$ cat config.mk
export PLATFORM = sky130hd
export DESIGN_NAME = multicycle_datapath
export DESIGN_NICKNAME = d
export VERILOG_FILES = /design/src/rtl/multicycle_datapath.sv
export SDC_FILE = /design/constraint.sdc
export NUM_CORES = 2
export LEC_CHECK = 0
export CAP_MARGIN = 20
export CORE_MARGIN = 2
export CORE_UTILIZATION = 50
export CTS_CLUSTER_SIZE = 12
export DETAILED_ROUTE_END_ITERATION = 7
export GPL_ROUTABILITY_DRIVEN = 0
export HOLD_SLACK_MARGIN = 0.12
export PLACE_DENSITY = 0.67
export SYNTH_ARGS = -nofsm -noshare
export SYNTH_HDL_FRONTEND = slang
export SYNTH_SLANG_ARGS = --single-unit
$ cat constraint.sdc
create_clock -name clk -period 10.1 [get_ports clk]
set_clock_uncertainty 0.1 [all_clocks]
set_input_delay 2.525 -clock clk [delete_from_list [all_inputs] [get_ports clk]]
set_output_delay 2.525 -clock clk [all_outputs]
set_load 0.05 [all_outputs]
$ cat src/rtl/multicycle_datapath.sv
// multicycle_datapath: RV32I multicycle datapath with PC/IR/A/B/ALUOut/Data registers, regfile and unified memory port
module multicycle_datapath #(
  parameter logic [31:0] RESET_PC    = 32'h0000_0000,
  parameter logic [31:0] RESET_INSTR = 32'h0000_0013
) (
  input  logic        clk,
  input  logic        reset,
  input  logic [1:0]  ImmSrc,
  input  logic [1:0]  ALUSrcA,
  input  logic [1:0]  ALUSrcB,
  input  logic [1:0]  ResultSrc,
  input  logic        AdrSrc,
  input  logic [2:0]  ALUControl,
  input  logic        IRWrite,
  input  logic        PCWrite,
  input  logic        RegWrite,
  input  logic [31:0] ReadData,
  output logic [6:0]  op,
  output logic [2:0]  funct3,
  output logic        funct7b5,
  output logic        Zero,
  output logic [31:0] Adr,
  output logic [31:0] WriteData,
  output logic [31:0] pc
);
  logic [31:0] old_pc, ir, data, a, b, alu_out;
  logic [31:0] rd1, rd2, imm_ext, src_a, src_b, alu_result, result;
  logic [31:0] rf [32];
  always_comb begin
    rd1 = ir[19:15] == 5'd0 ? '0 : rf[ir[19:15]];
    rd2 = ir[24:20] == 5'd0 ? '0 : rf[ir[24:20]];
    imm_ext = ImmSrc == 2'b00 ? {{20{ir[31]}}, ir[31:20]} :
              ImmSrc == 2'b01 ? {{20{ir[31]}}, ir[31:25], ir[11:7]} :
              ImmSrc == 2'b10 ? {{20{ir[31]}}, ir[7], ir[30:25], ir[11:8], 1'b0} :
                                {{12{ir[31]}}, ir[19:12], ir[20], ir[30:21], 1'b0};
    src_a = ALUSrcA == 2'b00 ? pc : ALUSrcA == 2'b01 ? old_pc : ALUSrcA == 2'b10 ? a : '0;
    src_b = ALUSrcB == 2'b00 ? b : ALUSrcB == 2'b01 ? imm_ext : ALUSrcB == 2'b10 ? 32'd4 : '0;
    alu_result = ALUControl == 3'b000 ? src_a + src_b :
                 ALUControl == 3'b001 ? src_a - src_b :
                 ALUControl == 3'b010 ? src_a & src_b :
                 ALUControl == 3'b011 ? src_a | src_b :
                 ALUControl == 3'b101 ? {31'd0, $signed(src_a) < $signed(src_b)} : '0;
    result = ResultSrc == 2'b00 ? alu_out : ResultSrc == 2'b01 ? data : ResultSrc == 2'b10 ? alu_result : '0;
  end
  assign Zero      = alu_result == '0;
  assign Adr       = AdrSrc ? result : pc;
  assign WriteData = b;
  assign op        = ir[6:0];
  assign funct3    = ir[14:12];
  assign funct7b5  = ir[30];
  always_ff @(posedge clk) begin
    if (!reset) begin
      pc      <= RESET_PC;
      ir      <= RESET_INSTR;
      old_pc  <= '0;
      data    <= '0;
      a       <= '0;
      b       <= '0;
      alu_out <= '0;
    end else begin
      data    <= ReadData;
      a       <= rd1;
      b       <= rd2;
      alu_out <= alu_result;
      if (IRWrite) begin
        ir     <= ReadData;
        old_pc <= pc;
      end
      if (PCWrite) pc <= result;
    end
  end
  always_ff @(posedge clk)
    if (reset && RegWrite && ir[11:7] != 5'd0) rf[ir[11:7]] <= result;
endmodule

=== Word-level counts from Yosys, hierarchy flattened ===
Memories as Yosys holds them, arrays and structs flattened. A register that Yosys moved wholly into a read port is not among the register bits.
Cells that the tools add are included.

* Output and inout bits: 108
* Register bits: 160
* Logic and storage cells: 57
* Memories: 1
* Memory bits (writable): 1024

{| class="wikitable"
|+ Memories
! name !! depth !! bits a word !! read ports !! clocked after memory_dff !! wr ports !! line !! text
|-
| rf || 32 || 32 || 2 || 2 || 1 || 28 || <nowiki>logic [31:0] rf [32];</nowiki>
|}

* Muxes and demuxes: 20
* $lt $le $gt $ge: 1
* $add $sub $neg: 2
* Reduce and logical (&&, ||, !) cells: 13
* Equal/unequal tests: 12
* Bitwise gates (word level): 3

{| class="wikitable"
|+ Operators with widths
! operator !! count
|-
| 2-to-1 mux 32 bit || 13
|-
| 2-to-1 mux 20 bit || 3
|-
| adder 32 bit || 1
|-
| bitwise AND 32 bit || 1
|-
| zero test 32 bit || 1
|-
| < comparator 32 bit || 1
|-
| bitwise OR 32 bit || 1
|-
| subtractor 32 bit || 1
|-
| zero test 5 bit || 2
|-
| == test 2 x 1 -> 1 bit, second input constant || 4
|-
| == test 2 bit, second input constant || 4
|-
| zero test 2 bit || 4
|-
| == test 3 x 2 -> 1 bit, second input constant || 2
|-
| nonzero test 5 bit || 1
|-
| OR reduction 2 bit || 2
|-
| == test 3 x 1 -> 1 bit, second input constant || 1
|-
| == test 3 bit, second input constant || 1
|-
| zero test 3 bit || 1
|-
| 2-to-1 mux 1 bit || 3
|-
| 2-to-1 mux 3 bit || 1
|-
| logical AND 1 bit || 2
|-
| inverter 1 bit || 1
|}

=== Depth between registers and ports, before layout ===
* Word-level depth: 16
* Depth in mapped cells: 23

=== Worst setup path after synthesis ===
No wires, ideal clock.

* Path type: input-to-output
* From: input ALUSrcA[0]
* To: output Adr[23]
* Cell stages on the path: 18
* Buffers on the path: 3
* Slack: 0.254 ns
* Arrival: 7.221 ns
* Cells stage by stage: clkbuf_1 -> clkbuf_1 -> mux2i_1 -> nor2_1 -> a21oi_1 -> inv_1 -> ha_1 -> buf_2 -> nor4_1 -> nand3_1 -> a2111oi_0 -> a31oi_1 -> nand2_1 -> nor3_1 -> a221oi_1 -> nand2_1 -> o22ai_1 -> mux2_2

* Cells in the longest elaborated chain, start to end: 13
* Elaborated cells on any way between the ends: 18
* Those cells by class: add/sub: 2; eq/ne: 2; mux: 11; bitwise: 2; reduce/logical: 1

{| class="wikitable"
|+ Ends and longest elaborated chain
! item !! line !! text
|-
| start, declared || 9 || <nowiki>input logic [1:0] ALUSrcA,</nowiki>
|-
| == test 2 bit || 36 || <nowiki>src_a = ALUSrcA == 2'b00 ? pc : ALUSrcA == 2'b01 ? old_pc : ALUSrcA == 2'b10 ? a : '0;</nowiki>
|-
| 2-to-1 mux 32 bit (2 in series) || 36 ||
|-
| 2-to-1 mux 32 bit (*) || 36 ||
|-
| branches (longest 4 deep; another with subtractor 32 bit) || -- ||
|-
| 2-to-1 mux 32 bit (*) || 38 || <nowiki>alu_result = ALUControl == 3'b000 ? src_a + src_b :</nowiki>
|-
| 2-to-1 mux 32 bit (*) (3 in series) || 43 || <nowiki>result = ResultSrc == 2'b00 ? alu_out : ResultSrc == 2'b01 ? data : ResultSrc == 2'b10 ? alu_result : '0;</nowiki>
|-
| via result[23] || 27 || <nowiki>logic [31:0] rd1, rd2, imm_ext, src_a, src_b, alu_result, result;</nowiki>
|-
| 2-to-1 mux 32 bit (*) || 46 || <nowiki>assign Adr = AdrSrc ? result : pc;</nowiki>
|-
| end, declared || 22 || <nowiki>output logic [31:0] Adr,</nowiki>
|}

Mark *: on every way through the listed nets, which the timed path passes.

=== Worst setup path after layout ===
* From: input ALUSrcA[1]
* To: output Zero

* Cells in the longest elaborated chain, start to end: 11
* Elaborated cells on any way between the ends: 17
* Those cells by class: add/sub: 2; order compare: 1; eq/ne: 2; mux: 8; bitwise: 2; reduce/logical: 2

{| class="wikitable"
|+ Ends and longest elaborated chain
! item !! line !! text
|-
| == test 2 bit || 36 ||
|-
| 2-to-1 mux 32 bit (2 in series) || 36 ||
|-
| 2-to-1 mux 32 bit (*) || 36 ||
|-
| < comparator 32 bit || 42 || <nowiki>ALUControl == 3'b101 ? {31'd0, $signed(src_a) < $signed(src_b)} : '0;</nowiki>
|-
| 2-to-1 mux 1 bit || 42 ||
|-
| 2-to-1 mux 32 bit || 41 || <nowiki>ALUControl == 3'b011 ? src_a | src_b :</nowiki>
|-
| 2-to-1 mux 32 bit || 40 || <nowiki>ALUControl == 3'b010 ? src_a & src_b :</nowiki>
|-
| 2-to-1 mux 32 bit || 39 || <nowiki>ALUControl == 3'b001 ? src_a - src_b :</nowiki>
|-
| 2-to-1 mux 32 bit (*) || 38 ||
|-
| zero test 32 bit (*) || 45 || <nowiki>assign Zero = alu_result == '0;</nowiki>
|-
| end, declared || 21 || <nowiki>output logic Zero,</nowiki>
|}

Every way passes the cells marked *; elsewhere a longest branch is shown, timed or not.

==> metrics.md <==
| Metric | Value |
|---|---|
| Top cells by area, synth | edfxtp_1 (50%), mux4_2 (18%), dfxtp_1 (7.3%) |
| LEAKAGE | 23.1 nW |
| Yosys warns | 0 |
| Critical Path RT | 7.48 ns |
| Share of the synthesized area in the top cell type | 0.499 |
| Wire length per cell | 33.8 um |
| Layout Nets | 4456 |
| # IOs | 157 |
| Slew Viols, Final | 0 |
| Seq cells post-synth | 1248 |
| Drt via density | 6.87 |
| Sum of negative setup slack | 0 ns |
| Rows | 128 |
| H-tree levels | 4 |
| GRT Total Usage | 0.320 |
| P per Cell Area | 175 nW/um^2 |
| Commonest non-fill, non-tap cell in the layout | edfxtp_1 |
| Worst-margin pin slew | 1.10 ns |
| Final Cycle Share | 0.993 |
| Unique masters post-synth | 86 |
| Netlist Area Pre-Place | 61600 sq um |
| HPWL after DPL | 125 mm |
| Min cycle time layout | 10.03 ns |
| Post-synthesis cell count | 4131 |
| Combinational power share | 0.143 |
| Clock Latency Late Sink | 0.77 ns |
| Synth area leader | edfxtp_1 |
| Mean Syn Cell Area | 14.9 sq um |
| Core area | 122000 sq um |
| Synthesis-to-layout area growth | 13.8% |
| Clk network pwr share | 0.385 |
| DR iter-0 viols | 6560 |
| Crit Path Category | in -> out |
| Via count | 41400 |
| RSZ-0062 raised after global routing | no |
| Critical path's slowest cell | a2111oi_0 |
| Final WS setup | 0.0722 ns |
| Max_cap viols | 0 |
| Final Power | 12.3 mW |
| Vias in the first global route | 39700 |
| Initial Util | 0.505 |
| CTS root buf | clkbuf_16 |
| Die area | 126000 sq um |
| CTS Sinks | 1248 |
| Main synth FF type | edfxtp_1 |
| Max FO, Critical Path | 4 |
| Failing checks | design-rule violations |
| Remaining antenna violation count after routing | 0 |
| Family with the most delay on the worst path | simple AND/OR/NAND/NOR gates |
| Total CTS buffers | 135 |
| Startpoint types | input pin |
| Crit path capture type | output port |
| Most frequent cells in the layout | edfxtp_1 (1024), mux4_2 (487), nor2_1 (353) |
| Die Wd | 355 um |
| CTS tree | built |
| Final setup fails | 0 |
| Layout Utilization | 0.575 |
| Register area share after synthesis | 0.572 |
| Global route total overflow | 0 |
| Psw | 3.26 mW |
| Antenna violations before repair | 8 |
| WP data arrival | 7.40 ns |
| FMAX | 0.0997 GHz |
| CP Buf/Inv Count | 4 |
| Critical path cell sequence | clkdlybuf4s50_1 > nor2b_2 > a21o_1 > inv_1 > ha_1 > fa_1 > o21ba_1 > o32ai_2 > nor3b_4 > nor2_1 > nor4_1 > nor4_1 > a2111oi_0 > and4b_1 > nand4_1 > nor2_1 > buf_4 > buf_12 |
| Layout Cells excl Fill | 6026 |
| Seq pwr share | 0.471 |
| Pre-antenna DRT Iters | 8 |
| DRC viols | 33 |
| Largest net degree at the start of global routing | 118 |
| Internal Dissipation | 9.03 mW |
| Port Buf Inserts | 156 |
| Fraction of registers with async set/reset | 0 |
| Cts hold-fix bufs | 0 |
| Routed wire length | 203 mm |
| Fin. Hold Viols | 0 |
| Pre-CTS setup slack | 0.151 ns |
| Number of synthesized flops with an enable pin | 1024 |
| Max IR drop VDD | 168 uV |
| Hold Path Class | reg -> reg |
| Status | complete, but fails checks |
| Placed cells | 5788 |
| Global-route wire length before repair | 287 mm |
| Die Y-Extent | 355 um |
| Layout cell share with drive strength beyond 1 | 0.235 |
| Clock Tree Buf Depth | 3 |
| Switching share of power | 0.266 |
| Clock transition at path regs | 0.06 ns |
| CP max stage delay | 0.63 ns |
| Max-slew headroom at the worst pin | 0.257 |
-- synth_stat cells (all sizes together) (9+ instances only) --
| master | count |
|---|---|
| a2111oi | 11 |
| a211o | 19 |
| a211oi | 52 |
| a21o | 36 |
| a21oi | 175 |
| a221oi | 47 |
| a22o | 14 |
| a22oi | 9 |
| a311oi | 16 |
| a31oi | 14 |
| and2 | 49 |
| and3 | 9 |
| buf | 118 |
| clkbuf | 211 |
| dfxtp | 224 |
| edfxtp | 1024 |
| ha | 105 |
| inv | 131 |
| mux2 | 69 |
| mux2i | 319 |
| mux4 | 487 |
| nand2 | 105 |
| nand2b | 17 |
| nand3 | 29 |
| nand4 | 20 |
| nor2 | 385 |
| nor2b | 24 |
| nor3 | 43 |
| nor4 | 13 |
| o211ai | 31 |
| o21a | 21 |
| o21ai | 64 |
| o221ai | 36 |
| o22a | 14 |
| o22ai | 62 |
| o31ai | 15 |
| or3 | 9 |
-- per-stage QoR --
| stage | hold slack [ns] | cell area (sq um) |
|---|---|---|
| after floorplan | 0.343 | 61800 |
| after global placement | 0.358 | 65900 |
| after detailed placement | 0.362 | 65900 |
| after CTS | 0.379 | 70100 |
| after global routing | 0.408 | 70100 |
| final | 0.377 | 70100 |
-- logic make-up after synthesis --
| family | Yosys count | synth area share |
|---|---|---|
| flip-flops | 1248 | 0.572 |
| AO/OA/AOI/OAI | 690 | 0.0780 |
| AND/OR/NAND/NOR | 736 | 0.0545 |
| other | 1 | 0.0000608 |
| multiplexers | 875 | 0.242 |
| adder cells (fa/ha/maj) | 107 | 0.0220 |
| buffers and inverters | 460 | 0.0295 |
| XOR/XNOR | 14 | 0.00199 |
-- power groups by stage --
stage / clock [mW] / combinational, mW / sequential (mW)
floorplan: 0 / 1.05 / 5.89
global placement: 0 / 1.70 / 5.89
detailed placement: 0 / 1.71 / 5.90
CTS: 4.79 / 1.72 / 5.79
global route: 4.99 / 1.84 / 5.80
finish: 4.74 / 1.76 / 5.79
-- repair_timing --
| action | in CTS | in global routing |
|---|---|---|
| gates resized for setup | 0 | 12 |
| setup endpoints to repair | 0 | 10 |
| buffers inserted | 0 | 0 |
-- routing by layer --
metal | wire length, um | GRT usage | up-vias | share of wire
met5 | 51 | 0 | - | 0.00025
met4 | 11700 | 0.158 | 10 | 0.057
met3 | 24800 | 0.0786 | 576 | 0.12
met2 | 90600 | 0.476 | 2931 | 0.45
met1 | 76300 | 0.442 | 21000 | 0.38
li1 | - | - | 16800 | -
-- state kept, by name, summed over array words and instances (netlist names) --
signal / flops
pc: 32
rf: 1024
data: 32
old_pc: 32
a: 32
WriteData: 32
alu_out: 32
ir: 32
-- final timing paths --
| check | to | cells after the start | start | slack [ns] |
|---|---|---|---|---|
| worst min register to register | ir[1]$_SDFFE_PN1P_ | 2 | ir[1]$_SDFFE_PN1P_ | 0.38 |
| worst min-delay path | ir[1]$_SDFFE_PN1P_ | 2 | ir[1]$_SDFFE_PN1P_ | 0.38 |
| worst max-delay path | Zero | 18 | ALUSrcA[1] | 0.07 |
| worst max register to register | rf[5][18]$_DFFE_PP_ | 16 | ir[20]$_SDFFE_PN0P_ | 4.39 |
-- worst min-delay path: stages, from the launching register on --
cell     delay, ns
dfxtp_1       0.33
mux2i_1       0.07
nand2_1       0.06
-- cell type report --
class | instances | area (sq um)
fill | 9459 | 51900
sequential | 1248 | 35300
multi-input combinational | 2454 | 25000
clock buffer | 192 | 3690
timing repair buffer | 330 | 3110
tap | 1625 | 2030
clock inverter | 45 | 497
inverter | 131 | 493
antenna | 1 | 2.50
Power figures use the tool's default switching activity.
